--- src/rtl/alu_pkg.sv ---
// Shared definitions for the ALU result display path: FSM encoding,
// seven-segment constants and the BCD digit pattern table.
package alu_pkg;

    typedef enum logic [1:0] {
        ST_IDLE  = 2'd0,
        ST_SHIFT = 2'd1,
        ST_LOAD  = 2'd2
    } state_t;

    // Active-low segment patterns, bit order {g,f,e,d,c,b,a}.
    localparam logic [6:0] SEG_BLANK = 7'h7F;
    localparam logic [6:0] SEG_DASH  = 7'h3F;

    // Pattern for one BCD digit; non-decimal codes render blank.
    function automatic logic [6:0] seg_pattern(input logic [3:0] digit);
        logic [6:0] pat;
        case (digit)
            4'd0:    pat = 7'h40;
            4'd1:    pat = 7'h79;
            4'd2:    pat = 7'h24;
            4'd3:    pat = 7'h30;
            4'd4:    pat = 7'h19;
            4'd5:    pat = 7'h12;
            4'd6:    pat = 7'h02;
            4'd7:    pat = 7'h78;
            4'd8:    pat = 7'h00;
            4'd9:    pat = 7'h10;
            default: pat = SEG_BLANK;
        endcase
        return pat;
    endfunction

endpackage

--- src/rtl/seg7_decode.sv ---
// Combinational BCD digit to active-low seven-segment pattern, with blanking.
import alu_pkg::*;

module seg7_decode (
    input  logic [3:0] bcd,
    input  logic       blank,
    output logic [6:0] seg
);

    // Blank overrides the digit pattern.
    always_comb begin
        seg = blank ? SEG_BLANK : seg_pattern(bcd);
    end

endmodule

--- src/rtl/alu_result_display.sv ---
// Captures an ALU result, converts it to BCD with a sequential double-dabble
// engine and drives a multiplexed seven-segment display.
//
// Handshake: a result is taken on a rising edge where in_valid=1 and the
// FSM is IDLE. busy is high from that edge until the edge ending LOAD;
// in_valid is ignored meanwhile (no queueing). done pulses for one cycle
// at the same edge the new value reaches the display registers.
import alu_pkg::*;

module alu_result_display #(
    parameter int WIDTH    = 6,
    parameter int NDIG     = 4,
    parameter int SCAN_DIV = 1000,
    parameter int BLANK_LZ = 1
) (
    input  logic               clk,
    input  logic               rst,
    input  logic [2*WIDTH-1:0] res_in,
    input  logic               ovf_in,
    input  logic               in_valid,
    output logic               busy,
    output logic               done,
    output logic [NDIG-1:0]    an,
    output logic [6:0]         seg
);

    localparam int RW  = 2 * WIDTH;
    localparam int BW  = 4 * (NDIG + 1);
    localparam int CW  = $clog2(RW + 1);
    localparam int SCW = (SCAN_DIV > 2) ? $clog2(SCAN_DIV) : 1;
    localparam int IW  = (NDIG > 1) ? $clog2(NDIG) : 1;

    state_t                 state, state_next;
    logic [RW-1:0]          bin_r;
    logic [BW-1:0]          bcd_r, bcd_adj;
    logic                   ovf_r;
    logic [CW-1:0]          bit_cnt;
    logic                   err;
    logic                   zero_above;
    logic [NDIG-1:0]        blank_k;
    logic [NDIG-1:0][6:0]   dec_seg;
    logic [NDIG-1:0][6:0]   disp_seg, disp_next;
    logic [SCW-1:0]         scan_cnt;
    logic [IW-1:0]          scan_idx, scan_idx_next;
    logic                   scan_wrap;

    // State register.
    always_ff @(posedge clk or posedge rst) begin
        if (rst) state <= ST_IDLE;
        else     state <= state_next;
    end

    // Next state: capture, exactly RW shift cycles, one load cycle.
    always_comb begin
        state_next = state;
        case (state)
            ST_IDLE:  if (in_valid) state_next = ST_SHIFT;
            ST_SHIFT: if (bit_cnt == CW'(RW - 1)) state_next = ST_LOAD;
            ST_LOAD:  state_next = ST_IDLE;
            default:  state_next = ST_IDLE;
        endcase
    end

    // Add-3 correction on every nibble that would overflow past 9 when doubled.
    always_comb begin
        bcd_adj = bcd_r;
        for (int k = 0; k <= NDIG; k++) begin
            if (bcd_r[4*k +: 4] >= 4'd5) bcd_adj[4*k +: 4] = bcd_r[4*k +: 4] + 4'd3;
        end
    end

    // Conversion datapath: load on capture, shift {bcd,bin} left while converting.
    always_ff @(posedge clk or posedge rst) begin
        if (rst) begin
            bin_r   <= '0;
            bcd_r   <= '0;
            ovf_r   <= 1'b0;
            bit_cnt <= '0;
        end else begin
            case (state)
                ST_IDLE: begin
                    if (in_valid) begin
                        bin_r   <= res_in;
                        ovf_r   <= ovf_in;
                        bcd_r   <= '0;
                        bit_cnt <= '0;
                    end
                end
                ST_SHIFT: begin
                    bcd_r   <= {bcd_adj[BW-2:0], bin_r[RW-1]};
                    bin_r   <= {bin_r[RW-2:0], 1'b0};
                    bit_cnt <= bit_cnt + CW'(1);
                end
                default: ;
            endcase
        end
    end

    // Overflow flag or a non-zero extra top digit means the value cannot be shown.
    assign err = ovf_r | (bcd_r[4*NDIG +: 4] != 4'd0);

    // Leading-zero blanking: digit k>0 blanks when it and every higher digit is 0.
    always_comb begin
        zero_above = 1'b1;
        blank_k    = '0;
        for (int k = NDIG - 1; k >= 0; k--) begin
            zero_above = zero_above & (bcd_r[4*k +: 4] == 4'd0);
            blank_k[k] = (BLANK_LZ != 0) && (k != 0) && zero_above;
        end
    end

    for (genvar g = 0; g < NDIG; g++) begin : g_dec
        seg7_decode u_dec (
            .bcd   (bcd_r[4*g +: 4]),
            .blank (blank_k[g]),
            .seg   (dec_seg[g])
        );
    end

    // Display contents after this edge: new patterns in LOAD, otherwise held.
    always_comb begin
        disp_next = disp_seg;
        if (state == ST_LOAD) begin
            for (int k = 0; k < NDIG; k++) disp_next[k] = err ? SEG_DASH : dec_seg[k];
        end
    end

    // Display registers.
    always_ff @(posedge clk or posedge rst) begin
        if (rst) disp_seg <= {NDIG{SEG_BLANK}};
        else     disp_seg <= disp_next;
    end

    // Status outputs: busy spans capture..LOAD, done marks the display update.
    always_ff @(posedge clk or posedge rst) begin
        if (rst) begin
            busy <= 1'b0;
            done <= 1'b0;
        end else begin
            done <= (state == ST_LOAD);
            if (state == ST_IDLE && in_valid) busy <= 1'b1;
            else if (state == ST_LOAD)        busy <= 1'b0;
        end
    end

    // Digit index advance on each scan counter wrap.
    always_comb begin
        scan_wrap     = (scan_cnt == SCW'(SCAN_DIV - 1));
        scan_idx_next = scan_idx;
        if (scan_wrap) scan_idx_next = (scan_idx == IW'(NDIG - 1)) ? '0 : scan_idx + IW'(1);
    end

    // Free-running scan; an/seg registered so they only change on clock edges.
    always_ff @(posedge clk or posedge rst) begin
        if (rst) begin
            scan_cnt <= '0;
            scan_idx <= '0;
            an       <= '1;
            seg      <= SEG_BLANK;
        end else begin
            scan_cnt <= scan_wrap ? '0 : scan_cnt + SCW'(1);
            scan_idx <= scan_idx_next;
            an       <= ~(NDIG'(1) << scan_idx_next);
            seg      <= disp_next[scan_idx_next];
        end
    end

endmodule

--- config.mk ---
export PLATFORM = sky130hd
export DESIGN_NAME = alu_result_display
export DESIGN_NICKNAME = d
export VERILOG_FILES = /design/src/rtl/alu_pkg.sv /design/src/rtl/seg7_decode.sv /design/src/rtl/alu_result_display.sv
export SDC_FILE = /design/constraint.sdc
export NUM_CORES = 1
export LEC_CHECK = 0
export CAP_MARGIN = 20
export CORE_MARGIN = 10
export CORE_UTILIZATION = 45
export CTS_CLUSTER_DIAMETER = 80
export DETAILED_ROUTE_END_ITERATION = 10
export PLACE_DENSITY = 0.76
export SLEW_MARGIN = 20
export SYNTH_ARGS = -nofsm -noshare
export SYNTH_HDL_FRONTEND = slang
export SYNTH_SLANG_ARGS = --single-unit
--- constraint.sdc ---
create_clock -name clk -period 2.9 [get_ports clk]
set_clock_uncertainty 0.2 [all_clocks]
set_input_delay 0.435 -clock clk [delete_from_list [all_inputs] [get_ports clk]]
set_output_delay 0.435 -clock clk [all_outputs]
set_load 0.1 [all_outputs]
==> Yosys cells after proc, flatten, opt, wreduce, memory -nomap -nowiden <==
Memory sizes are Yosys's and may differ from the RTL's.
Index checks and enable logic that the tools add are counted.
{ "word_totals": {"register_bits": 92, "mem_bits_ro": 448, "in_bits": 16, "output_inout_bits": 13, "wordCells": 85, "memories": 4} }
{ "mem_list": {"columns": ["memory", "depth", "width", "rd", "rd_clocked_by_memory_dff", "wr", "line", "source"], "rows": [
  ["(no name shown)", 16, 7, 1, 0, 0, "alu_pkg.sv:18", "case (digit)"],
  ["(no name shown)", 16, 7, 1, 0, 0, "alu_pkg.sv:18", null],
  ["(no name shown)", 16, 7, 1, 0, 0, "alu_pkg.sv:18", null],
  ["(no name shown)", 16, 7, 1, 0, 0, "alu_pkg.sv:18", null]
]} }
{ "classes": {"addsub": 8, "n_lt_le_gt_ge": 6, "eq_ne": 7, "shift": 1, "n_mux": 29, "n_bitwise": 4, "n_reduce_logical": 11} }
{ "op_table": {"columns": ["operator", "count"], "rows": [
  ["$mux 7", 8],
  ["$pmux 20 s2", 1],
  ["$mux 28", 1],
  ["$pmux 12 s2", 1],
  ["$ge 4x3->1 const B", 5],
  ["$mux 20", 1],
  ["$mux 4", 5],
  ["$add 4x2->4 const B", 4],
  ["$bmux 7 s2", 1],
  ["$logic_not 4->1", 3],
  ["$mux 12", 1],
  ["$add 10x1->10 const B", 1],
  ["$eq 10x10->1 const B", 1],
  ["$mux 10", 1],
  ["$mux 2", 4],
  ["$pmux 4 s2", 1],
  ["$reduce_and 2->1", 3],
  ["$add 4x1->4 const B", 1],
  ["$eq 2x2->1 const B", 2],
  ["$eq 4x4->1 const B", 1],
  ["$ne 2x2->1 const B", 2],
  ["$not 4->4", 1],
  ["$pmux 2 s2", 1],
  ["$reduce_bool 2->1", 2],
  ["12 further kinds", 14]
]} }

==> Logic depth before layout (Yosys ltp) <==
{ "depth": {"ltp_word": 8, "ltp_mapped": 8, "depth_no_buf": 7} }

==> Hierarchy <==
From an unflattened synthesis, not the netlist that was laid out.
{ "hier_totals": {"hier_cells": 584, "hier_area_um2": 5725.5} }
{ "modules_own_cells": {"columns": ["module", "instances", "cells_each", "area_each_um2", "seq_area_each_um2"], "rows": [
  ["alu_result_display", 1, 452, 4782.1, 2351.0],
  ["seg7_decode (g_dec[0].u_dec ...)", 2, 33, 236.5, 0.0],
  ["seg7_decode (g_dec[2].u_dec ...)", 2, 33, 235.2, 0.0]
]} }

==> Worst setup path before layout <==
No wires, ideal clock.
{ "synth_path": {"path_type": "reg2reg", "start": "register scan_cnt[0]", "end": "register seg[4]", "setup_ns": 0.081, "arrival_time_ns": 2.065, "t_required_ns": 2.619, "slack_ns": 0.554, "stages_incl_launch_ff": 8, "path_buffers": 1, "period_less_slack_ns": 2.346, "path_cell_list": "dfrtp_1 > ha_1 > nand4bb_4 > nor3_4 > mux2i_2 > buf_2 > nand2_1 > a32oi_1"} }
{ "synth_between": {"elab_chain_len": 4} }
{ "synth_lines": {"columns": ["item", "line", "source"], "rows": [
  ["start: declaration", "alu_result_display.sv:43", "logic [SCW-1:0] scan_cnt;"],
  ["start signal: assignment", "alu_result_display.sv:161", "scan_cnt <= scan_wrap ? '0 : scan_cnt + SCW'(1);"],
  ["$eq 10x10->1", "alu_result_display.sv:148", "scan_wrap = (scan_cnt == SCW'(SCAN_DIV - 1));"],
  ["$mux 2", "alu_result_display.sv:150", "if (scan_wrap) scan_idx_next = (scan_idx == IW'(NDIG - 1)) ? '0 : scan_idx + IW'(1);"],
  ["$bmux 7 s2", "alu_result_display.sv:164", "seg <= disp_next[scan_idx_next];"],
  ["$mux 7 (implied by the code)", "alu_result_display.sv:164", null],
  ["end signal: assignment", "alu_result_display.sv:164", null],
  ["end: declaration", "alu_result_display.sv:24", "output logic [6:0] seg"]
]} }
No other way between the ends. The select of a mux whose other input is x is not followed.
A chain may end at the register's enable or synchronous reset.

==> Worst setup path in the final report <==
{ "layout_path": {"start": "register bcd_r[13]", "end": "register seg[5]"} }
{ "layout_between": {"elab_chain_len": 8, "word_cells_on_any_way": 13, "classes_between": "mux (9); bitwise (2); reduce/logical (1); memory (1)"} }
{ "layout_lines": {"columns": ["item", "line", "source"], "rows": [
  ["start: declaration", "alu_result_display.sv:35", "logic [BW-1:0] bcd_r, bcd_adj;"],
  ["start signal: assignment", "alu_result_display.sv:90", "bcd_r <= {bcd_adj[BW-2:0], bin_r[RW-1]};"],
  ["parallel branches: the longest is 5 deep, another holds $mem_v2 16x7", null, null],
  ["$mux 28 (*)", "alu_result_display.sv:123", "if (state == ST_LOAD) begin"],
  ["$bmux 7 s2 (*)", "alu_result_display.sv:164", null],
  ["$mux 7 (implied by the code) (*)", "alu_result_display.sv:164", null]
]} }
Mark *: on every way between the ends. The select of a mux whose other input is x is not followed.

==> impl_metrics.env <==
export IMPL_core_sq_um=10800
export IMPL_gp_congestion=0.847
export IMPL_rows=38
export IMPL_drc=0
export IMPL_grt_pass1_vias=3705
export IMPL_critPathMaxFanout=8
export IMPL_critical_path_required_ns=3.01
export IMPL_synth_edf_count=0
export IMPL_fin_crit_sh_pct=87.3
export IMPL_antenna_cells=0
export IMPL_synth_cell_types=63
export IMPL_worst_setup_path_start_kind="flop"
export IMPL_overflow=0
export IMPL_cts_tree="done"
export IMPL_layout_min_cycle_time_ns=2.53
export IMPL_crit_start="bcd_r[13]"
export IMPL_area_delta_synth_final_pct=11.9
export IMPL_die_width_um=125
export IMPL_crit_family="compound AO/OA/AOI/OAI gates"
export IMPL_maxCapViolCount=0
export IMPL_port_buffers=28
export IMPL_grt_start_max_net_pins=38
export IMPL_cts_hold_fix_buffers=0
export IMPL_ys_ff_latch=92
export IMPL_ys_seq_area_share_pct=47.2
export IMPL_cts_sinks=92
export IMPL_final_cell_mix="53 x dfrtp_1, 47 x nand2_1, 42 x nor2_1, 41 x a21oi_1, 39 x dfstp_2"
export IMPL_drt_first_pass_iters=5
export IMPL_grtUsageTotal_pct=14.0
export IMPL_drtAntennaViolNets=0
export IMPL_pre_cts_ws_ns=0.273
export IMPL_final_common_cell="dfrtp_1"
export IMPL_worstHoldStart="scan_cnt[9]"
export IMPL_clockBufferDepth=2
export IMPL_avgSynthCellArea_sq_um=9.75
export IMPL_dieArea_sq_um=15700
export IMPL_crit_buf_inv=1
export IMPL_finalSetupViolCount=0
export IMPL_syn_inst=511
export IMPL_cp_slowest_stage_delay_ns=0.50
export IMPL_synth_main_ff_cell="dfrtp_1"
export IMPL_finalSetupTns_ns=0
export IMPL_async_reset_ff_share_pct=100
export IMPL_power_leakage_uw=0.00233
export IMPL_die_h_um=125
export IMPL_grt_pass1_wl_um=18500
export IMPL_critPathArrivalTime_ns=2.64
export IMPL_worstHoldPathType="reg2reg"
export IMPL_vias=3840
export IMPL_pwr_density_cell_nw_per_um2=1070
export IMPL_wirelength_um=10800
export IMPL_critical_path_class="reg2reg"
export IMPL_r2r_start="bcd_r[13]"
export IMPL_clk_latency_ns=0.38
export IMPL_yosysWarnings=0
export IMPL_wl_per_cell_um=15.9
export IMPL_tightest_slew_ns=0.745
export IMPL_fmax_mhz=395
export IMPL_finalHoldViolCount=0
export IMPL_crit_slowest_cell="dfrtp_1"
export IMPL_place_hpwl_um=7740
export IMPL_cts_buffers=9
export IMPL_nets=581
export IMPL_max_slew_margin_pct=50.2
export IMPL_cts_root_buf="clkbuf_8"
export IMPL_setup_ws_ns=0.369
export IMPL_io_pins=29
export IMPL_rsz0062_at_grt="false"
export IMPL_layout_drive_gt1_share_pct=19.0
export IMPL_ir_drop_v=0.000593
export IMPL_crit_chain="inv_1, ha_1, and4bb_2, a211oi_2, o21ai_0, o211ai_1, a32oi_2"
export IMPL_htreeDepth=3
export IMPL_initial_utilization_pct=46.0
export IMPL_clk_pin_slew_ns=0.09
export IMPL_synth_area_sq_um=4980
export IMPL_status="complete, no violations"
export IMPL_slew_violations=0
export IMPL_viasPerCell=5.64
export IMPL_syn_nets=556
export IMPL_drt_iter0_drc=247
export IMPL_antenna_found_initial=0
export IMPL_end_kind="flop"
==> per-stage QoR <==
step	power, uW	cells	hold WS [ns]	utilization (%)	area [sq um]
6_report	5950	681	0.292	51.4	5570
5_1_grt	6440	681	0.313	51.4	5570
4_1_cts	5980	681	0.298	51.4	5570
3_5_place_dp	5170	665	0.279	49.8	5400
3_3_place_gp	5060	665	0.263	49.8	5400
2_1_floorplan	4500	511	0.247	-	4990
==> sequential cells by signal (all words and copies together) (netlist names) <==
| register | count |
|---|---|
| busy | 1 |
| seg | 7 |
| bcd_r | 20 |
| scan_cnt | 10 |
| disp_seg | 28 |
| done | 1 |
| bin_r | 12 |
| bit_cnt | 4 |
| state | 2 |
| scan_idx | 2 |
| an | 4 |
| ovf_r | 1 |
==> logic make-up (layout without fill, tap and decap cells) <==
| family | Yosys count | count (layout) | synth area share [%] |
|---|---|---|---|
| AOI/OAI and AO/OA | 160 | 160 | 20.7 |
| adders and majority gates | 29 | 29 | 7.28 |
| buffers and inverters | 49 | 79 | 4.12 |
| DFF | 92 | 92 | 47.2 |
| muxes | 5 | 5 | 1.10 |
| and+or+nand+nor | 164 | 164 | 17.5 |
| xor gates and xnor gates | 12 | 12 | 2.11 |
==> report_power, final <==
group | switching (uW) | total, uW | internal, uW
clock | 477 | 792 | 315
sequential | 441 | 2340 | 1900
combinational | 1700 | 2830 | 1120
total | 2620 | 5950 | 3330
==> cell usage after synthesis (all sizes together), types with 3 or more instances <==
library cell	count	area share, %
nor2b	17	2.1
o22ai	17	2.1
inv	21	1.6
or3	3	0.38
nor2	43	3.3
buf	6	0.78
o21a	3	0.45
a211o	3	0.53
a21oi	41	4.1
clkbuf	20	1.5
o22a	6	1.1
o31ai	3	0.45
a22o	3	0.53
a32oi	6	1.2
nor3	4	0.63
o21ba	3	0.60
o211ai	3	0.45
a22oi	6	0.90
and3b	5	0.88
ha	29	7.3
nand2	48	3.7
xnor2	9	1.6
nor3b	5	0.75
mux2i	4	0.88
dfstp	39	21
o21ai	35	3.5
xor2	3	0.53
a32o	3	0.60
nand4	3	0.38
nand3	8	0.80
dfrtp	53	27
a31oi	16	2.0
nand2b	16	2.0
==> final cells by class <==
cell class / instances / area [sq um]
clock buffer: 9 / 124
clock inverter: 7 / 51.3
fill: 1012 / 5270
inverter: 23 / 95.1
multi-input combinational: 370 / 2430
sequential: 92 / 2350
tap: 140 / 175
timing repair buffer: 40 / 350
==> metal layers <==
| layer | track usage, % | share of wire [%] |
|---|---|---|
| met1 | 18.3 | 47 |
| met2 | 21.7 | 47 |
| met3 | 4.48 | 4.7 |
| met4 | 4.13 | 1.5 |
| met5 | 0 | 0 |
==> final timing paths <==
| kind | slack (ns) | cells after the start | end |
|---|---|---|---|
| max | 0.37 | 7 | seg[5] |
| min in group asynchronous | 0.34 | 2 | bcd_r[11] |
| max in group asynchronous | 1.48 | 3 | an[3] |
| max reg2reg | 0.37 | 7 | seg[5] |
| min | 0.29 | 1 | scan_cnt[9] |
| min reg2reg | 0.29 | 1 | scan_cnt[9] |
==> worst reg2reg max path: cells and delay by family, from the launching register on <==
kind	cells	cell delay, ns
adders and majority gates	1	0.28
and+or+nand+nor	1	0.29
AOI/OAI and AO/OA	4	1.06
buffers and inverters	1	0.14
DFF	1	0.50
==> what timing repair did <==
| item | CTS | global route |
|---|---|---|
| setup endpoints to repair | 0 | 3 |
| gates resized for setup | 0 | 1 |
| setup buffers | 0 | 0 |
| endpoints found under the hold margin | 0 | 0 |
(Power assumes the default switching activity.)
